## config.mk

```make
export PLATFORM = sky130hd
export DESIGN_NAME = par2ser_flat
export DESIGN_NICKNAME = d
export VERILOG_FILES = /design/src/rtl/par2ser_pkg.sv /design/src/rtl/par2ser_if.sv /design/src/rtl/par2ser.sv /design/src/flat_wrapper.sv
export SDC_FILE = /design/constraint.sdc
export NUM_CORES = 1
export LEC_CHECK = 0
export ABC_AREA = 1
export BUFFER_PORTS_ARGS = -buffer_cell sky130_fd_sc_hd__buf_2
export CAP_MARGIN = 20
export CORE_UTILIZATION = 41
export CTS_BUF_LIST = sky130_fd_sc_hd__clkbuf_4 sky130_fd_sc_hd__clkbuf_8
export CTS_CLUSTER_DIAMETER = 200
export DETAILED_ROUTE_END_ITERATION = 12
export SYNTH_ARGS = -nofsm -noshare
export SYNTH_HDL_FRONTEND = slang
export SYNTH_SLANG_ARGS = --single-unit
```

## constraint.sdc

```tcl
create_clock -name clk -period 2.3 [get_ports clk]
set_clock_uncertainty 0.15 [all_clocks]
set_input_delay 0.345 -clock clk [delete_from_list [all_inputs] [get_ports clk]]
set_output_delay 0.345 -clock clk [all_outputs]
set_load 0.005 [all_outputs]
```

## src/rtl/par2ser_pkg.sv

```systemverilog
// +----------------------------------------------------------------------------+
// | ser_link_pkg : types and helpers shared by the par2ser / ser2par link      |
// | Revision     : 1.0 - initial release                                       |
// +----------------------------------------------------------------------------+
`default_nettype none

package ser_link_pkg;

  typedef enum logic [1:0] {
    IDLE   = 2'd0,
    SHIFT  = 2'd1,
    PARITY = 2'd2
  } p2s_state_e;

  // Bit-counter width for a W-bit frame; never narrower than one bit.
  function automatic int cnt_width(input int w);
    return (w > 1) ? $clog2(w) : 1;
  endfunction

endpackage

`default_nettype wire

```

## src/rtl/par2ser_if.sv

```systemverilog
// +----------------------------------------------------------------------------+
// | par2ser_if : word handshake in, serial lane out                            |
// | Revision   : 1.0 - initial release                                         |
// +----------------------------------------------------------------------------+
`default_nettype none

interface par2ser_if #(
  parameter int W = 8
);
  logic [W-1:0] par_din;
  logic         par_din_valid;
  logic         par_din_ready;
  logic         ser_dout;
  logic         ser_dout_valid;
  logic         ser_dout_last;

  modport master (
    output par_din, par_din_valid,
    input  par_din_ready, ser_dout, ser_dout_valid, ser_dout_last
  );

  modport slave (
    input  par_din, par_din_valid,
    output par_din_ready, ser_dout, ser_dout_valid, ser_dout_last
  );
endinterface

`default_nettype wire

```

## src/rtl/par2ser.sv

```systemverilog
// +----------------------------------------------------------------------------+
// | par2ser : parallel-to-serial transmitter, MSB first, one-word hold buffer  |
// |           Optional even parity bit per frame with PAR2SER_PARITY_EN.       |
// | Revision: 1.0 - initial release                                            |
// +----------------------------------------------------------------------------+
`default_nettype none

module par2ser
  import ser_link_pkg::*;
#(
  parameter int W = 8
) (
  input  logic     clk,
  input  logic     rst,
  par2ser_if.slave bus
);

  localparam int            CW       = cnt_width(W);
  localparam logic [CW-1:0] CNT_LAST = CW'(W - 1);

  p2s_state_e    state, state_n;
  logic [W-1:0]  sreg, sreg_n;
  logic [W-1:0]  hold_q, hold_q_n;
  logic [CW-1:0] cnt, cnt_n;
  logic          hold_full, hold_full_n;
  logic          accept;
  logic          frame_end;
  logic          load_en;
  logic [W-1:0]  load_word;
`ifdef PAR2SER_PARITY_EN
  logic          par_q, par_q_n;
`endif

  // ready comes only from hold_full, so accept never loops back through valid
  assign accept = bus.par_din_valid && !hold_full;

  always_ff @(posedge clk) begin
    if (rst) begin
      state     <= IDLE;
      sreg      <= '0;
      hold_q    <= '0;
      cnt       <= '0;
      hold_full <= 1'b0;
`ifdef PAR2SER_PARITY_EN
      par_q     <= 1'b0;
`endif
    end else begin
      state     <= state_n;
      sreg      <= sreg_n;
      hold_q    <= hold_q_n;
      cnt       <= cnt_n;
      hold_full <= hold_full_n;
`ifdef PAR2SER_PARITY_EN
      par_q     <= par_q_n;
`endif
    end
  end

  always_comb begin
    state_n     = state;
    sreg_n      = sreg;
    hold_q_n    = hold_q;
    cnt_n       = cnt;
    hold_full_n = hold_full;
    frame_end   = 1'b0;
    load_en     = 1'b0;
    load_word   = bus.par_din;
`ifdef PAR2SER_PARITY_EN
    par_q_n     = par_q;
`endif

    case (state)
      IDLE: begin
        if (accept) begin
          load_en = 1'b1;
          state_n = SHIFT;
        end
      end
      SHIFT: begin
        sreg_n = {sreg[W-2:0], 1'b0};
        cnt_n  = cnt + 1'b1;
        if (cnt == CNT_LAST) begin
`ifdef PAR2SER_PARITY_EN
          // parity bit rides in the MSB so ser_dout stays sreg[W-1]
          sreg_n[W-1] = par_q;
          cnt_n       = '0;
          state_n     = PARITY;
          if (accept) begin
            hold_q_n    = bus.par_din;
            hold_full_n = 1'b1;
          end
`else
          frame_end = 1'b1;
`endif
        end else if (accept) begin
          hold_q_n    = bus.par_din;
          hold_full_n = 1'b1;
        end
      end
`ifdef PAR2SER_PARITY_EN
      PARITY: frame_end = 1'b1;
`endif
      default: state_n = IDLE;
    endcase

    // Hold register has priority; it is never full while a new word is accepted.
    if (frame_end) begin
      cnt_n = '0;
      if (hold_full) begin
        load_en     = 1'b1;
        load_word   = hold_q;
        hold_full_n = 1'b0;
        state_n     = SHIFT;
      end else if (accept) begin
        load_en = 1'b1;
        state_n = SHIFT;
      end else begin
        state_n = IDLE;
      end
    end

    if (load_en) begin
      sreg_n  = load_word;
      cnt_n   = '0;
`ifdef PAR2SER_PARITY_EN
      par_q_n = ^load_word;
`endif
    end
  end

  assign bus.par_din_ready  = !hold_full;
  assign bus.ser_dout       = sreg[W-1];
  assign bus.ser_dout_valid = (state != IDLE);
`ifdef PAR2SER_PARITY_EN
  assign bus.ser_dout_last  = (state == PARITY);
`else
  assign bus.ser_dout_last  = (state == SHIFT) && (cnt == CNT_LAST);
`endif

endmodule

`default_nettype wire

```

## src/flat_wrapper.sv

```systemverilog
// flat-port wrapper written by rule: the top's interface ports become plain ports
module par2ser_flat import ser_link_pkg::*;
#(
  parameter int W = 8
)
  (clk, rst, bus_par_din, bus_par_din_valid, bus_par_din_ready, bus_ser_dout, bus_ser_dout_valid, bus_ser_dout_last);
  par2ser_if #(.W(W)) bus_i ();
  input  logic clk;
  input  logic rst;
  input wire logic [$bits(bus_i.par_din)-1:0] bus_par_din;
  input wire logic [$bits(bus_i.par_din_valid)-1:0] bus_par_din_valid;
  output wire logic [$bits(bus_i.par_din_ready)-1:0] bus_par_din_ready;
  output wire logic [$bits(bus_i.ser_dout)-1:0] bus_ser_dout;
  output wire logic [$bits(bus_i.ser_dout_valid)-1:0] bus_ser_dout_valid;
  output wire logic [$bits(bus_i.ser_dout_last)-1:0] bus_ser_dout_last;
  assign bus_i.par_din = bus_par_din;
  assign bus_i.par_din_valid = bus_par_din_valid;
  assign bus_par_din_ready = bus_i.par_din_ready;
  assign bus_ser_dout = bus_i.ser_dout;
  assign bus_ser_dout_valid = bus_i.ser_dout_valid;
  assign bus_ser_dout_last = bus_i.ser_dout_last;
  par2ser #(.W(W)) u_core (.clk(clk), .rst(rst), .bus(bus_i));
endmodule
```

==> summary.txt, run 1 <==
Logic synthesis
  – Syn Std Cell Area: 1130 µm²
  – Synth Instances: 165
  – Post-synthesis sequential area ratio: 37.3%
  – Distinct cells, synth: 23
  – Synth Net Count: 179
  – FF+latch count, synth: 21
  – Average size of a mapped cell: 6.83 µm²
  – Yosys warns: 0

Pwr
  – Total chip power: 726 µW
  – Static Leakage: 0.640 nW
  – Peak supply drop: 0.000325 V
  – PwrDens: 592 nW/µm²

Final layout
  – Antenna cell count: 0
  – Layout cell share with drive strength beyond 1: 15.6%
  – Area grow syn2layout: 8.88%
  – Commonest non-fill, non-tap cell in the layout: nand2_1
  – Most frequent cells in the layout: 66 x nand2_1, 21 x dfxtp_1, 15 x nand3_1, 14 x buf_2, 13 x inv_1
  – Layout Nets: 194
  – Final design utilization: 48.2%

GRT
  – Vias in the first global route: 950
  – Initial antenna violation count: 0
  – Total GRT Usage: 18.5%
  – Largest net degree at the start of global routing: 18
  – First-pass GRT wire length: 3880 µm
  – GR Overflow Total: 0

Clock network
  – CTS max path bufs: 2
  – TritonCTS Buffers: 3
  – Clk slew on worst S/H paths: 0.13 ns
  – Hold_buf cts: 0
  – # clock sinks: 21
  – Clock Latency Late Sink: 0.32 ns
  – Number of setup buffers added after CTS: 0
  – CTS H-tree lvls: 1
  – CTS Root Buffer Type: clkbuf_4
  – TritonCTS clock tree: done
  – CTS resizes: 0

Worst setup path
  – Reg2reg start: u_core.cnt[0]
  – Data required, critical path: 1.80 ns
  – WP data arrival: 1.46 ns
  – CP Launch Type: register
  – Critical path origin: u_core.cnt[0]
  – Crit. End Element: primary output
  – R2R depth: 6
  – Setup CP Type: register to primary output
  – Worst R2R End: u_core.hold_q[7]
  – Crit-path max FO: 6
  – Worst R2R Setup Slack: 0.43 ns

Die
  – Die Y-Extent: 54.4 µm
  – # IOs: 15
  – Placeable Area: 2540 µm²
  – DIE AREA: 2960 µm²
  – # rows: 18
  – Starting Density: 44.3%
  – Die width: 54.4 µm

STA
  – Unrepaired setup endpoints after global routing: false
  – Final Setup Violations: 0
  – Slew Limit Headroom: 58.4%
  – Max Freq: 510 MHz
  – Fin Setup TNS: 0 ns
  – Hold WS: 0.0733 ns
  – Max Slew Vio Count: 0
  – Final hold viol count: 0
  – Worst setup margin: 0.341 ns
  – Slew of the pin with the lowest slew margin: 0.622 ns
  – Fin crit period: 1.96 ns
  – Tcrit/Tclk final: 85.2%

Detailed routing
  – WL per Instance: 11.2 µm
  – Vias: 1051
  – Vias per cell: 5.03
  – Remaining DRCs: 0
  – Antenna viol nets, final: 0
  – WL final: 2350 µm
  – DR iter-0 viols: 29
  – TritonRoute pass-1 iters: 4

Placement
  – Port-buffer cells: 14
  – HPWL Detailed: 1680 µm
  – Gpl congestion: 0.790
  – Place WS: 0.446 ns

Outcome
  – Status: complete, no violations

Flow run
  – Max-Cap Viols: 0

Min path
  – Worst Hold Path EP: u_core.hold_full
  – HP Class: primary input to register
  – Worst Hold Depth: 2
  – HP Start: rst
cell families after synthesis:
logic type               share of synthesized area [%]
AO/OA/AOI/OAI                                     5.44
XOR/XNOR                                         0.777
adder cells (fa/ha/maj)                           3.33
buffers and inverters                             9.55
flip-flops                                        37.3
AND/OR/NAND/NOR                                   43.6
critical path, stage by stage (launching register included):
cell     delay, ns
dfxtp_1       0.37
ha_1          0.18
ha_1          0.27
nand2_1       0.10
inv_1         0.12
buf_2         0.12
registers in the layout (all words and copies together), names as in the netlist:
signal and flops:
u_core.hold_full 1, u_core.state 1, u_core.cnt 3, u_core.hold_q 8, u_core.sreg 8
cell usage after synthesis, drive strengths merged:
master | instances | share of area, %
nand2 | 68 | 24
inv | 16 | 5.6
ha | 3 | 3.3
nand3b | 7 | 4.7
xnor2 | 1 | 0.78
nor3 | 2 | 2.3
a31oi | 1 | 0.56
o21ai | 1 | 0.44
buf | 5 | 4.0
nand4 | 3 | 1.7
dfxtp | 21 | 37
nor2 | 11 | 3.9
a21oi | 10 | 4.4
nand3 | 16 | 7.5
power breakdown:
group          switching [mW]  total (mW)  internal [mW]  leakage (nW)
registers              0.0182       0.407          0.388         0.172
clock network           0.121       0.200         0.0796        0.0184
logic                  0.0719       0.120         0.0477         0.450
total                   0.211       0.726          0.516         0.640
how the worst max path moves through the flow:
| stage | endpoint | slack [ns] | cells past startpoint |
|---|---|---|---|
| final | bus_ser_dout_last | 0.34 | 5 |
| after global routing | bus_ser_dout_last | 0.25 | 5 |
| after CTS | bus_ser_dout_last | 0.34 | 5 |
| after detailed placement | u_core.hold_q[7] | 0.45 | 6 |
| after global placement | u_core.hold_q[5] | 0.51 | 6 |
| after floorplan | u_core.hold_q[0] | 0.70 | 7 |
layout make-up:
cell class              instances  area, µm²
clock buffers                   4       30.0
inverters                      16       62.6
repair buffers                 15       77.6
fillers                       269       1320
well taps                      30       37.5
flip-flops and latches         21        420
multi-input cells             123        599
routing by layer:
metal	track usage (%)	share of wire [%]	up-vias	routed length, µm
li1	-	-	550	-
met1	22.4	48	476	1120
met2	32.5	48	20	1120
met3	2.50	2.8	5	65
met4	7.69	1.5	0	36
met5	0	0	-	0
through the flow:
step           std cells  instance area [µm²]
6_report             209                 1230
5_1_grt              209                 1230
2_1_floorplan        165                 1130
3_5_place_dp         205                 1200
4_1_cts              209                 1230
3_3_place_gp         205                 1200
Note: power is estimated with default switching activity, not from simulation.
==> run 2, diff against run 1 <==
- BUFFER_PORTS_ARGS: -buffer_cell sky130_fd_sc_hd__buf_2 -> -buffer_cell sky130_fd_sc_hd__buf_4
- CORE_UTILIZATION: 41 -> 23
- GPL_ROUTABILITY_DRIVEN: unset -> 1
==> summary.txt, run 2 (synthesis results as in run 1) <==
Outcome
  – Status: complete, no violations (unchanged)

STA
  – Slew of the pin with the lowest slew margin: 0.617 ns (was 0.622 ns)
  – Fin crit period: 1.86 ns (was 1.96 ns)
  – Slew Limit Headroom: 58.8% (was 58.4%)
  – Final hold viol count: 0 (unchanged)
  – Max Freq: 538 MHz (was 510 MHz)
  – Tcrit/Tclk final: 80.8% (was 85.2%)
  – Fin Setup TNS: 0 ns (unchanged)
  – Max Slew Vio Count: 0 (unchanged)
  – Unrepaired setup endpoints after global routing: false (unchanged)
  – Final Setup Violations: 0 (unchanged)
  – Hold WS: 0.121 ns (was 0.0733 ns)

Worst setup path
  – Crit-path max FO: 6 (unchanged)
  – CP peak stage delay: 0.36 ns (was 0.37 ns)
  – Most frequent CP cell: ha_1 (unchanged)
  – WP data arrival: 1.36 ns (was 1.46 ns)
  – Crit. End Element: primary output (unchanged)
  – CP Cell Sequence: ha_1, ha_1, nand2_1, inv_1, buf_4 (was ha_1, ha_1, nand2_1, inv_1, buf_2)
  – Slowest-stage cell, CP: dfxtp_1 (unchanged)
  – Setup CP Type: register to primary output (unchanged)
  – CP Launch Type: register (unchanged)
  – Data required, critical path: 1.80 ns (about the same)

GRT
  – First-pass GRT wire length: 4040 µm (was 3880 µm)
  – Vias in the first global route: 907 (was 950)
  – Initial antenna violation count: 0 (unchanged)
  – Total GRT Usage: 9.80% (was 18.5%)
  – Largest net degree at the start of global routing: 18 (unchanged)
  – GR Overflow Total: 0 (unchanged)

Die
  – # IOs: 15 (unchanged)
  – Die width: 72.0 µm (was 54.4 µm)
  – Die Y-Extent: 72.0 µm (was 54.4 µm)
  – Starting Density: 23.9% (was 44.3%)
  – Placeable Area: 4720 µm² (was 2540 µm²)
  – # rows: 25 (was 18)
  – DIE AREA: 5190 µm² (was 2960 µm²)

Clock network
  – TritonCTS Buffers: 3 (unchanged)
  – TritonCTS clock tree: done (unchanged)
  – # clock sinks: 21 (unchanged)
  – Clock Latency Late Sink: 0.27 ns (was 0.32 ns)
  – Hold_buf cts: 0 (unchanged)
  – CTS max path bufs: 2 (unchanged)
  – CTS Root Buffer Type: clkbuf_8 (was clkbuf_4)
  – Clk slew on worst S/H paths: 0.09 ns (was 0.13 ns)
  – CTS resizes: 0 (unchanged)
  – CTS H-tree lvls: 1 (unchanged)
  – Number of setup buffers added after CTS: 0 (unchanged)

Pwr
  – Static Leakage: 0.658 nW (was 0.640 nW)
  – Gate power share: 16.1% (was 16.5%)
  – Clock power share: 32.1% (was 27.6%)
  – Cell Int Power: 564 µW (was 516 µW)
  – Net Sw Frac: 28.3% (was 29.0%)
  – PwrDens: 593 nW/µm² (was 592 nW/µm²)
  – Peak supply drop: 0.000289 V (was 0.000325 V)
  – Fraction of power consumed by sequential logic: 51.7% (was 56.0%)
  – Total net switching power: 223 µW (was 211 µW)

Detailed routing
  – Vias: 1015 (was 1051)
  – WL final: 2400 µm (was 2350 µm)
  – DR iter-0 viols: 39 (was 29)
  – Remaining DRCs: 0 (unchanged)
  – WL per Instance: 9.77 µm (was 11.2 µm)
  – Vias per cell: 4.13 (was 5.03)
  – TritonRoute pass-1 iters: 4 (unchanged)
  – Antenna viol nets, final: 0 (unchanged)

Placement
  – HPWL Detailed: 1800 µm (was 1680 µm)
  – Port-buffer cells: 14 (unchanged)
  – Gpl congestion: 0.754 (was 0.790)

Final layout
  – Commonest non-fill, non-tap cell in the layout: nand2_1 (unchanged)
  – Area grow syn2layout: 17.5% (was 8.88%)
  – Most frequent cells in the layout: 66 x nand2_1, 21 x dfxtp_1, 15 x nand3_1, 15 x buf_4, 13 x inv_1 (was 66 x nand2_1, 21 x dfxtp_1, 15 x nand3_1, 14 x buf_2, 13 x inv_1)
  – Layout Nets: 194 (unchanged)
  – Layout cell share with drive strength beyond 1: 15.6% (unchanged)
  – Largest registers: u_core.hold_q (8), u_core.sreg (8), u_core.cnt (3) (unchanged)
  – Antenna cell count: 0 (unchanged)

Min path
  – HP Class: primary input to register (unchanged)

Flow run
  – Max-Cap Viols: 0 (unchanged)
run 2: changes by cell type in the layout (fill, tap and decap cells not counted):
cell      previous run  this run
clkbuf_4             4         0
buf_2               14         0
buf_4                1        15
clkbuf_8             0         3
clkinv_2             0         1
run 2: final cells by class:
class	count	area (µm²)
fillers	526	3400
multi-input cells	123	599
flip-flops and latches	21	420
repair buffers	15	113
well taps	67	83.8
inverters	16	62.6
clock buffers	3	41.3
clock inverters	1	5.00
run 2: stage by stage:
step / power, mW / std cells / cell area (µm²) / util (%) / setup WS [ns]
after floorplan: 0.507 / 165 / 1130 / - / 0.699
after global placement: 0.542 / 242 / 1280 / 27.1 / 0.533
after detailed placement: 0.543 / 242 / 1280 / 27.1 / 0.468
after CTS: 0.794 / 246 / 1330 / 28.1 / 0.421
after global routing: 0.826 / 246 / 1330 / 28.1 / 0.292
final: 0.786 / 246 / 1330 / 28.1 / 0.441
run 2: critical path, delay by kind of cell, from the launching register on:
kind	cells	cell delay, ns
adders and majority gates	2	0.42
buffers and inverters	2	0.24
DFF	1	0.36
and+or+nand+nor	1	0.09
run 2: power by group through the flow:
stage,Clock [mW],Combinational [mW],Sequential [mW]
final,0.253,0.127,0.407
after global routing,0.270,0.145,0.411
after CTS,0.259,0.128,0.407
after detailed placement,0,0.127,0.416
after global placement,0,0.127,0.415
after floorplan,0,0.0991,0.408
run 2: worst paths after layout:
kind                       start           endpoint  slack [ns]  cells after the start
hold / removal               rst   u_core.hold_full        0.12                      2
setup / recovery   u_core.cnt[0]  bus_ser_dout_last        0.44                      5
hold reg to reg   u_core.sreg[5]     u_core.sreg[5]        0.30                      2
setup reg to reg   u_core.cnt[0]   u_core.hold_q[7]        0.46                      6
run 2: routing by layer:
metal	track usage (%)	part of all wire, %
met2	15.8	44
met4	1.96	0.33
met3	3.75	6.0
met1	12.5	49
met5	0	0
==> run 3, diff against run 2 <==
- clock period: 2.3 -> 1.6 ns (I/O delays scaled with it)
==> summary.txt, run 3 (synthesis results as in run 1) <==
STA
  – Hold WS: 0.135 ns (was 0.121 ns)
  – Final hold viol count: 0 (unchanged)
  – Max Freq: 606 MHz
  – Slew Limit Headroom: 74.7% (was 58.8%)
  – Fin Setup TNS: -0.0508 ns (was 0 ns)
  – Unrepaired setup endpoints after global routing: true (was false)
  – Max Slew Vio Count: 0 (unchanged)
  – Final Setup Violations: 1 (was 0)
  – Slew of the pin with the lowest slew margin: 0.378 ns (was 0.617 ns)
  – Fin crit period: 1.65 ns
  – Tcrit/Tclk final: 103%
  – Worst setup margin: -0.0508 ns (was 0.441 ns)

Final layout
  – Final Non-Filler Cells: 255 (was 246)
  – Antenna cell count: 0 (unchanged)
  – Largest registers: u_core.hold_q (8), u_core.sreg (8), u_core.cnt (3) (unchanged)
  – Layout Nets: 203 (was 194)
  – Filler instances: 516 (was 526)
  – Layout cell share with drive strength beyond 1: 27.7% (was 15.6%)
  – Multi-input gate area: 692 µm² (was 599 µm²)
  – Most frequent cells in the layout: 62 x nand2_1, 20 x buf_4, 18 x dfxtp_1, 12 x inv_1 (was 66 x nand2_1, 21 x dfxtp_1, 15 x nand3_1, 15 x buf_4, 13 x inv_1)
  – Commonest non-fill, non-tap cell in the layout: nand2_1 (unchanged)
  – Seq. cell area: 424 µm² (was 420 µm²)
  – Area grow syn2layout: 34.3% (was 17.5%)

Clock network
  – TritonCTS clock tree: done (unchanged)
  – TritonCTS Buffers: 3 (unchanged)
  – CTS Root Buffer Type: clkbuf_8 (unchanged)
  – Clk slew on worst S/H paths: 0.09 ns (about the same)
  – CTS H-tree lvls: 1 (unchanged)
  – # clock sinks: 21 (unchanged)
  – Clock Latency Late Sink: 0.27 ns (about the same)
  – CTS max path bufs: 2 (unchanged)

GRT
  – Largest net degree at the start of global routing: 18 (unchanged)
  – First-pass GRT wire length: 4170 µm (was 4040 µm)
  – GR Overflow Total: 0 (unchanged)
  – Total GRT Usage: 10.3% (was 9.80%)
  – Initial antenna violation count: 0 (unchanged)
  – Vias in the first global route: 975 (was 907)

Pwr
  – Peak supply drop: 0.000425 V (was 0.000289 V)
  – Cell Int Power: 831 µW (was 564 µW)
  – Total chip power: 1.17 mW (was 786 µW)
  – Total net switching power: 336 µW (was 223 µW)
  – Net Sw Frac: 28.8% (was 28.3%)
  – Clock power share: 31.1% (was 32.1%)
  – Static Leakage: 0.732 nW (was 0.658 nW)
  – Fraction of power consumed by sequential logic: 50.3% (was 51.7%)
  – PwrDens: 771 nW/µm² (was 593 nW/µm²)
  – Gate power share: 18.6% (was 16.1%)

Die
  – DIE AREA: 5190 µm² (unchanged)
  – Placeable Area: 4720 µm² (unchanged)
  – Starting Density: 23.9% (unchanged)
  – # IOs: 15 (unchanged)
  – Die width: 72.0 µm (unchanged)
  – Die Y-Extent: 72.0 µm (unchanged)
  – # rows: 25 (unchanged)

Worst setup path
  – R2R depth: 11 (was 6)
  – Crit-path max FO: 4 (was 6)
  – WP data arrival: 1.26 ns (was 1.36 ns)
  – Crit. End Element: primary output (unchanged)
  – Worst R2R Setup Slack: 0.04 ns (was 0.46 ns)
  – Data required, critical path: 1.21 ns (was 1.80 ns)
  – CP Launch Type: register (unchanged)
  – Setup CP Type: register to primary output (unchanged)

Placement
  – Port-buffer cells: 14 (unchanged)
  – Place WS: -0.0852 ns (was 0.468 ns)
  – Cells after DPL: 249 (was 242)
  – Gpl congestion: 0.806 (was 0.754)
  – HPWL Detailed: 1890 µm (was 1800 µm)

Min path
  – HP Class: primary input to register (unchanged)
  – Worst Hold Depth: 4 (was 2)

Detailed routing
  – DR iter-0 viols: 36 (was 39)
  – Remaining DRCs: 0 (unchanged)
  – Vias per cell: 4.27 (was 4.13)
  – TritonRoute pass-1 iters: 4 (unchanged)
  – WL per Instance: 10.4 µm (was 9.77 µm)
  – WL final: 2650 µm (was 2400 µm)
  – Antenna viol nets, final: 0 (unchanged)
  – Vias: 1090 (was 1015)

Flow run
  – Max-Cap Viols: 0 (unchanged)

Outcome
  – Status: finished with violations (was complete, no violations)
  – Failing checks: negative setup slack
run 3: area by class of cell:
cell class,instances,share of cell area [%]
timing repair buffer,24,13.4
sequential,21,28.0
clock buffer,3,2.73
inverter,16,4.30
multi-input combinational,123,45.7
tap,67,5.54
clock inverter,1,0.331
run 3: what timing repair did:
| action | CTS | global route |
|---|---|---|
| endpoints found under the setup margin | 10 | 15 |
| setup buffers | 1 | 0 |
| pin swaps | 2 | 6 |
| gates resized for setup | 11 | 14 |
| hold buffers | 0 | 1 |
| endpoints found under the hold margin | 0 | 1 |
run 3: final timing paths:
check	endpoint	from
min	u_core.hold_q[4]	bus_par_din[4]
max reg2reg	u_core.sreg[5]	u_core.cnt[0]
min reg2reg	u_core.sreg[7]	u_core.sreg[7]
max	bus_ser_dout_last	u_core.cnt[0]
run 3: power by group through the flow:
stage                     sequential [mW]  clock [mW]  combinational (mW)
after floorplan                     0.586           0               0.143
after global placement              0.593           0               0.201
after detailed placement            0.594           0               0.202
after CTS                           0.584       0.380               0.203
after global routing                0.590       0.392               0.243
final                               0.587       0.363               0.217
run 3: metal layers:
metal  up-vias  GRT usage [%]  routed length [µm]
met5         -              0                   0
li1        570              -                   -
met4         0           3.27                  26
met3         4           4.03                 129
met2        19           17.0                1210
met1       497           12.3                1290
run 3: critical path, stage by stage (launching register included):
cell     delay, ns
dfxtp_2       0.34
ha_4          0.17
ha_4          0.17
nand2_4       0.07
inv_2         0.04
buf_6         0.10
buf_6         0.10
run 3: stage by stage:
step / instance area, µm² / utilization (%)
3_3_place_gp: 1340 / 28.5
4_1_cts: 1440 / 30.5
6_report: 1510 / 32.1
5_1_grt: 1510 / 32.1
3_5_place_dp: 1340 / 28.5
2_1_floorplan: 1130 / -
